==> config.mk <==
export PLATFORM = sky130hd
export DESIGN_NAME = awaiba_cfg_seq
export DESIGN_NICKNAME = d
export VERILOG_FILES = /design/src/rtl/awaiba_cfg_seq.sv
export SDC_FILE = /design/constraint.sdc
export NUM_CORES = 1
export LEC_CHECK = 0
export ABC_AREA = 1
export BUFFER_PORTS_ARGS = -buffer_cell sky130_fd_sc_hd__buf_4
export CAP_MARGIN = 20
export CORE_MARGIN = 2
export CORE_UTILIZATION = 52
export CTS_CLUSTER_SIZE = 8
export DETAILED_ROUTE_END_ITERATION = 7
export GPL_ROUTABILITY_DRIVEN = 0
export MAX_ROUTING_LAYER = met4
export PLACE_DENSITY = 0.79
export SETUP_SLACK_MARGIN = 0.15
export SLEW_MARGIN = 40
export SYNTH_ARGS = -nofsm -noshare
export SYNTH_HDL_FRONTEND = slang
export SYNTH_SLANG_ARGS = --single-unit
==> constraint.sdc <==
create_clock -name clk -period 1.94 [get_ports clk]
set_input_delay 0.194 -clock clk [delete_from_list [all_inputs] [get_ports clk]]
set_output_delay 0.194 -clock clk [all_outputs]
set_load 0.05 [all_outputs]
==> src/rtl/awaiba_cfg_seq.sv <==
// ---------------------------------------------------------------------------
// awaiba_cfg_seq
//
// Purpose:
//   Sequencer and arbiter in front of the Awaiba SPI bridge. After a start
//   pulse it plays a sensor init table out of an external synchronous ROM.
//   Between table runs it serves single host register accesses. At most one
//   SPI transaction is outstanding at any time, so spi_address (sensor pair
//   select) never changes while the bridge is still shifting a word out.
//
// Ports:
//   clk           single clock for all logic
//   res           synchronous reset, active high
//   start         pulse: run the init table from entry 0
//   busy          high from start accept until the done pulse
//   done          one-cycle pulse when a table run ends
//   err           sticky read timeout flag, cleared by reset or accepted start
//   tbl_addr      table ROM address
//   tbl_data      ROM entry {dest, reg[7:0], data[7:0]}, valid 1 cycle after tbl_addr
//   host_cmd      host access {dest, reg[7:0], data[7:0]}
//   host_valid    host_cmd valid
//   host_ready    host_cmd accepted when host_valid & host_ready
//   host_rdata    readback byte for a host read
//   host_rvalid   one-cycle pulse qualifying host_rdata
//   spi_data_mo   {reg, data} word to the SPI bridge
//   spi_valid_mo  word valid
//   spi_ready_mo  bridge can accept a word
//   spi_address   sensor pair select to the bridge
//   spi_data_mi   readback byte from the bridge
//   spi_valid_mi  readback valid
//   spi_ready_mi  readback accept, constant 1 after reset
// ---------------------------------------------------------------------------
module awaiba_cfg_seq #(
    parameter int         TBL_AW = 6,
    parameter logic [7:0] RD_REG = 8'd15,
    parameter int         WR_GAP = 64,
    parameter int         RD_TMO = 1023
) (
    input  logic              clk,
    input  logic              res,
    input  logic              start,
    output logic              busy,
    output logic              done,
    output logic              err,
    output logic [TBL_AW-1:0] tbl_addr,
    input  logic [16:0]       tbl_data,
    input  logic [16:0]       host_cmd,
    input  logic              host_valid,
    output logic              host_ready,
    output logic [7:0]        host_rdata,
    output logic              host_rvalid,
    output logic [15:0]       spi_data_mo,
    output logic              spi_valid_mo,
    input  logic              spi_ready_mo,
    output logic              spi_address,
    input  logic [7:0]        spi_data_mi,
    input  logic              spi_valid_mi,
    output logic              spi_ready_mi
);

    // One down-counter serves both the write gap and the read timeout.
    localparam int CNT_MAX = (WR_GAP > RD_TMO) ? WR_GAP : RD_TMO;
    localparam int CW      = $clog2(CNT_MAX + 1);

    localparam logic [TBL_AW-1:0] TBL_LAST = '1;

    typedef enum logic [2:0] {
        S_IDLE,
        S_FETCH,
        S_ISSUE,
        S_WAIT_WR,
        S_WAIT_RD,
        S_DONE
    } state_t;

    state_t        state;
    logic          fetch_wait;
    logic [CW-1:0] cnt;
    logic          tbl_step;

    // The host may hand over a command only while nothing else is in flight.
    // A start in the same cycle takes precedence, so the host is held off.
    assign host_ready = (state == S_IDLE) && !start && !res;

    // A table transaction has finished this cycle: either the write gap has
    // run out, or the read byte arrived, or the read timed out. busy tells a
    // table transaction apart from a host one.
    always_comb begin
        tbl_step = 1'b0;
        if (busy) begin
            if (state == S_WAIT_WR && cnt == '0)
                tbl_step = 1'b1;
            else if (state == S_WAIT_RD && (spi_valid_mi || cnt == '0))
                tbl_step = 1'b1;
        end
    end

    // Main sequencer. The word to the bridge is latched straight into
    // spi_data_mo/spi_address on ISSUE entry and left untouched until the
    // next ISSUE entry, which keeps both stable across a stalled handshake
    // and across the serial transfer that follows it. The table advance is
    // handled after the case so the write-gap end and both read endings
    // share one path.
    always_ff @(posedge clk) begin
        if (res) begin
            state        <= S_IDLE;
            fetch_wait   <= 1'b0;
            cnt          <= '0;
            busy         <= 1'b0;
            done         <= 1'b0;
            err          <= 1'b0;
            tbl_addr     <= '0;
            host_rdata   <= 8'h00;
            host_rvalid  <= 1'b0;
            spi_data_mo  <= 16'h0000;
            spi_valid_mo <= 1'b0;
            spi_address  <= 1'b0;
            spi_ready_mi <= 1'b0;
        end else begin
            spi_ready_mi <= 1'b1;
            done         <= 1'b0;
            host_rvalid  <= 1'b0;

            case (state)
                S_IDLE: begin
                    if (start) begin
                        tbl_addr   <= '0;
                        err        <= 1'b0;
                        busy       <= 1'b1;
                        fetch_wait <= 1'b1;
                        state      <= S_FETCH;
                    end else if (host_valid) begin
                        spi_address  <= host_cmd[16];
                        spi_data_mo  <= host_cmd[15:0];
                        spi_valid_mo <= 1'b1;
                        state        <= S_ISSUE;
                    end
                end

                // First FETCH cycle covers the ROM read latency; the second
                // one looks at the entry.
                S_FETCH: begin
                    if (fetch_wait) begin
                        fetch_wait <= 1'b0;
                    end else if (tbl_data[15:0] == 16'hFFFF) begin
                        busy  <= 1'b0;
                        done  <= 1'b1;
                        state <= S_DONE;
                    end else begin
                        spi_address  <= tbl_data[16];
                        spi_data_mo  <= tbl_data[15:0];
                        spi_valid_mo <= 1'b1;
                        state        <= S_ISSUE;
                    end
                end

                S_ISSUE: begin
                    if (spi_ready_mo) begin
                        spi_valid_mo <= 1'b0;
                        if (spi_data_mo[15:8] == RD_REG) begin
                            cnt   <= CW'(RD_TMO - 1);
                            state <= S_WAIT_RD;
                        end else begin
                            cnt   <= CW'(WR_GAP - 1);
                            state <= S_WAIT_WR;
                        end
                    end
                end

                S_WAIT_WR: begin
                    if (cnt != '0)
                        cnt <= cnt - 1'b1;
                    else if (!busy)
                        state <= S_IDLE;
                end

                // Readback byte wins over a timeout landing in the same cycle.
                S_WAIT_RD: begin
                    if (spi_valid_mi) begin
                        if (!busy) begin
                            host_rdata  <= spi_data_mi;
                            host_rvalid <= 1'b1;
                            state       <= S_IDLE;
                        end
                    end else if (cnt == '0) begin
                        err <= 1'b1;
                        if (!busy) begin
                            host_rdata  <= 8'hFF;
                            host_rvalid <= 1'b1;
                            state       <= S_IDLE;
                        end
                    end else begin
                        cnt <= cnt - 1'b1;
                    end
                end

                S_DONE: begin
                    state <= S_IDLE;
                end

                default: begin
                    state <= S_IDLE;
                end
            endcase

            // The last table entry ends the run even without a terminator;
            // tbl_addr never wraps.
            if (tbl_step) begin
                if (tbl_addr == TBL_LAST) begin
                    busy  <= 1'b0;
                    done  <= 1'b1;
                    state <= S_DONE;
                end else begin
                    tbl_addr   <= tbl_addr + 1'b1;
                    fetch_wait <= 1'b1;
                    state      <= S_FETCH;
                end
            end
        end
    end

endmodule

==> out/qor.yml <==
run_status:
  outcome: "complete, no violations"
clock_network:
  cts_resized: 0
  cts_setup_buffers: 0
  clock-root-buffer: "clkbuf_8"
  cts_tree: "done"
  numCtsBuffers: 5
  clockBufferDepth: 2
  clock_sinks: 51
  worstSkewPairLatency_ns: 0.31
  htreeDepth: 2
  clk_pin_slew_ns: 0.10
  postCtsHoldBufs: 0
timing:
  slew_viol_final: 0
  setup_tns_ns: 0
  worstMarginPinSlew_ns: 0.498
  fmax_ghz: 0.612
  fin_crit_ns: 1.63
  setup_viol: 0
  relSlewSlack_pct: 66.8
  hold_viol: 0
  rsz0062_at_grt: "false"
  finalCritPeriodShare_pct: 84.3
  fin_skew_ns: 0.00627
detailed_routing:
  drc: 0
  wl_um: 7960
  vias: 3167
  drtAntennaViolNets: 0
  wl_per_cell_um: 13.2
  drtPass1Iterations: 5
  vias_per_cell: 5.26
  drt_iter0_markers: 191
worst_setup_path:
  cp_slowest_stage_delay_ns: 0.34
  cp_cell_sequence: "inv_1 -> ha_1 -> nand3_1 -> nor2_1 -> nand2_1 -> nand2_2 -> nand2_4 -> nand2_4 -> nor2_2 -> a21oi_1"
  endpoint_kind: "flop"
  critPathKind: "flop to flop"
  slowest_stage: "dfxtp_1"
  cp.required_ns: 2.14
  path_delay_family: "simple AND/OR/NAND/NOR gates"
  cpMostUsedCell: "nand2_4"
  arrival_ns: 1.83
  critPathMaxFanout: 12
  cp_num_buf_inv: 1
  start_kind: "flop"
placed_design:
  dp_cells: 594
  io_buffers: 85
  hpwl_um: 5910
  place_area_um2: 3630
floorplan:
  die_h_um: 79.6
  row_count: 27
  die_area_um2: 6340
  chipWidth_um: 79.6
  ios: 86
  initial_core_util_pct: 54.0
  core_um2: 5510
power_and_ir_drop:
  p_sw_share_pct: 50.8
  ir_drop_v: 0.000713
  power_mw: 5.24
  p_int_mw: 2.58
  p_per_area_nw_per_um2: 1400
  switchingPower_mw: 2.66
  leakagePower_nw: 1.77
  combPwrFrac_pct: 57.7
  sequentialPowerShare_pct: 29.7
  p_clk_share_pct: 12.6
layout:
  area_growth_pct: 26.1
  nFillCells: 519
  drive_gt1_share_pct: 26.8
  final_common_cell: "nand2_1"
  nets: 580
  post-route-util_pct: 68.0
  fin_area_um2: 3750
  num_antenna_cells: 0
  final_cell_mix: "144 x nand2_1, 93 x buf_4, 47 x dfxtp_1"
  fin_cells: 602
flow_run:
  max-cap-violations: 0
grt:
  antenna_found_initial: 0
  grt_overflow_total: 0
  grt_pass1_wl_um: 13200
  grt_pass1_vias: 2941
  groute.usage.overall_pct: 26.9
  grt_start_max_net_pins: 27
yosys:
  yosys.area.top_type_share_pct: 34.4
  syn_avg_cell_area_um2: 6.60
  synth_cell_types: 35
  synth-main-ff-cell: "dfxtp_1"
  ys_seq_area_share_pct: 34.4
  yosys_warnings: 0
  yosys.area.top_type: "dfxtp_1"
  synth-edff-count: 0
  synthCells: 450
  synth.net_count: 501
  yosys-top-cells-area: "dfxtp_1 34%, nand2_1 18%, a21oi_1 6.6%, nand3_1 5.6%, nor2_1 5.3%"
  synthArstFlopShare_pct: 0
  syn_area_um2: 2970
  synth_seq_cells: 51
hold_path:
  hold_class: "primary input to flop"
[layout make-up]
class | count | area [µm²] | share of cell area, %
clock inverters | 3 | 28.8 | 0.768
multi-input cells | 346 | 1710 | 45.8
well taps | 72 | 90.1 | 2.40
repair buffers | 93 | 698 | 18.6
flip-flops and latches | 51 | 1030 | 27.4
clock buffers | 5 | 68.8 | 1.84
inverters | 32 | 120 | 3.21
[worst register-to-register path, delay by kind of cell, from the launching register on]
family                   cells  cell delay (ns)
adder cells (fa/ha/maj)      1             0.21
AND/OR/NAND/NOR              7             0.77
flip-flops                   1             0.34
AO/OA/AOI/OAI                1             0.10
buffers and inverters        1             0.09
[routing by layer]
| metal | track usage (%) | share of wire [%] | vias up |
|---|---|---|---|
| met5 | - | 0 | - |
| met3 | 5.43 | 6.0 | 14 |
| met1 | 32.3 | 43 | 1421 |
| li1 | - | - | 1618 |
| met2 | 45.0 | 49 | 114 |
| met4 | 9.14 | 1.7 | 0 |
[kinds of logic after synthesis]
group / after synthesis / synth area share (%)
and+or+nand+nor: 272 / 41.6
DFF: 51 / 34.4
adders and majority gates: 3 / 1.26
buffers and inverters: 53 / 8.80
xor gates and xnor gates: 3 / 0.884
AOI/OAI and AO/OA: 68 / 13.1
[synth_stat cells (2+ instances only)]
cell type  instances
o21ai_1           10
xor2_1             3
or2_2              2
nand2_2            7
clkbuf_1           6
dfxtp_1           51
buf_6              5
nor3_1             2
o21ai_0           11
ha_1               3
a21oi_2            2
nor2_1            42
nand2_1          146
nand3b_1           2
nand3_4            2
nor2_2             3
buf_4              5
nand4_1           19
and2_1             8
clkinv_1           2
nand3_2            2
nand2_4            2
inv_1             23
nand3_1           33
inv_2              7
a21oi_1           39
buf_2              5
[power by group through the flow]
stage | Combinational [mW] | Sequential, mW | Clock (mW)
floorplan | 1.92 | 1.94 | 0
global placement | 2.92 | 1.56 | 0
detailed placement | 2.97 | 1.56 | 0
CTS | 2.99 | 1.54 | 0.677
global route | 3.34 | 1.59 | 0.714
finish | 3.03 | 1.56 | 0.661
[stage by stage]
stage,hold WS [ns],worst slack [ns]
4_1_cts,0.120,0.166
3_3_place_gp,0.449,0.277
3_5_place_dp,0.454,0.213
2_1_floorplan,0.439,0.301
6_report,0.129,0.305
5_1_grt,0.134,0.161
[flip-flops by register name (all words and copies together), names as in the netlist, 3 cells and up]
name / cells
spi_data_mo: 16
cnt: 10
host_rdata: 8
tbl_addr: 6
state: 3
[final timing paths]
| check | depth (start not counted) | slack (ns) | to | startpoint |
|---|---|---|---|---|
| min | 2 | 0.13 | tbl_addr[0] | res |
| max | 10 | 0.31 | cnt[8] | cnt[0] |
| min reg2reg | 2 | 0.47 | spi_data_mo[5] | spi_data_mo[5] |
| max reg2reg | 10 | 0.31 | cnt[8] | cnt[0] |
No activity file was read; power rests on OpenSTA's default activity.
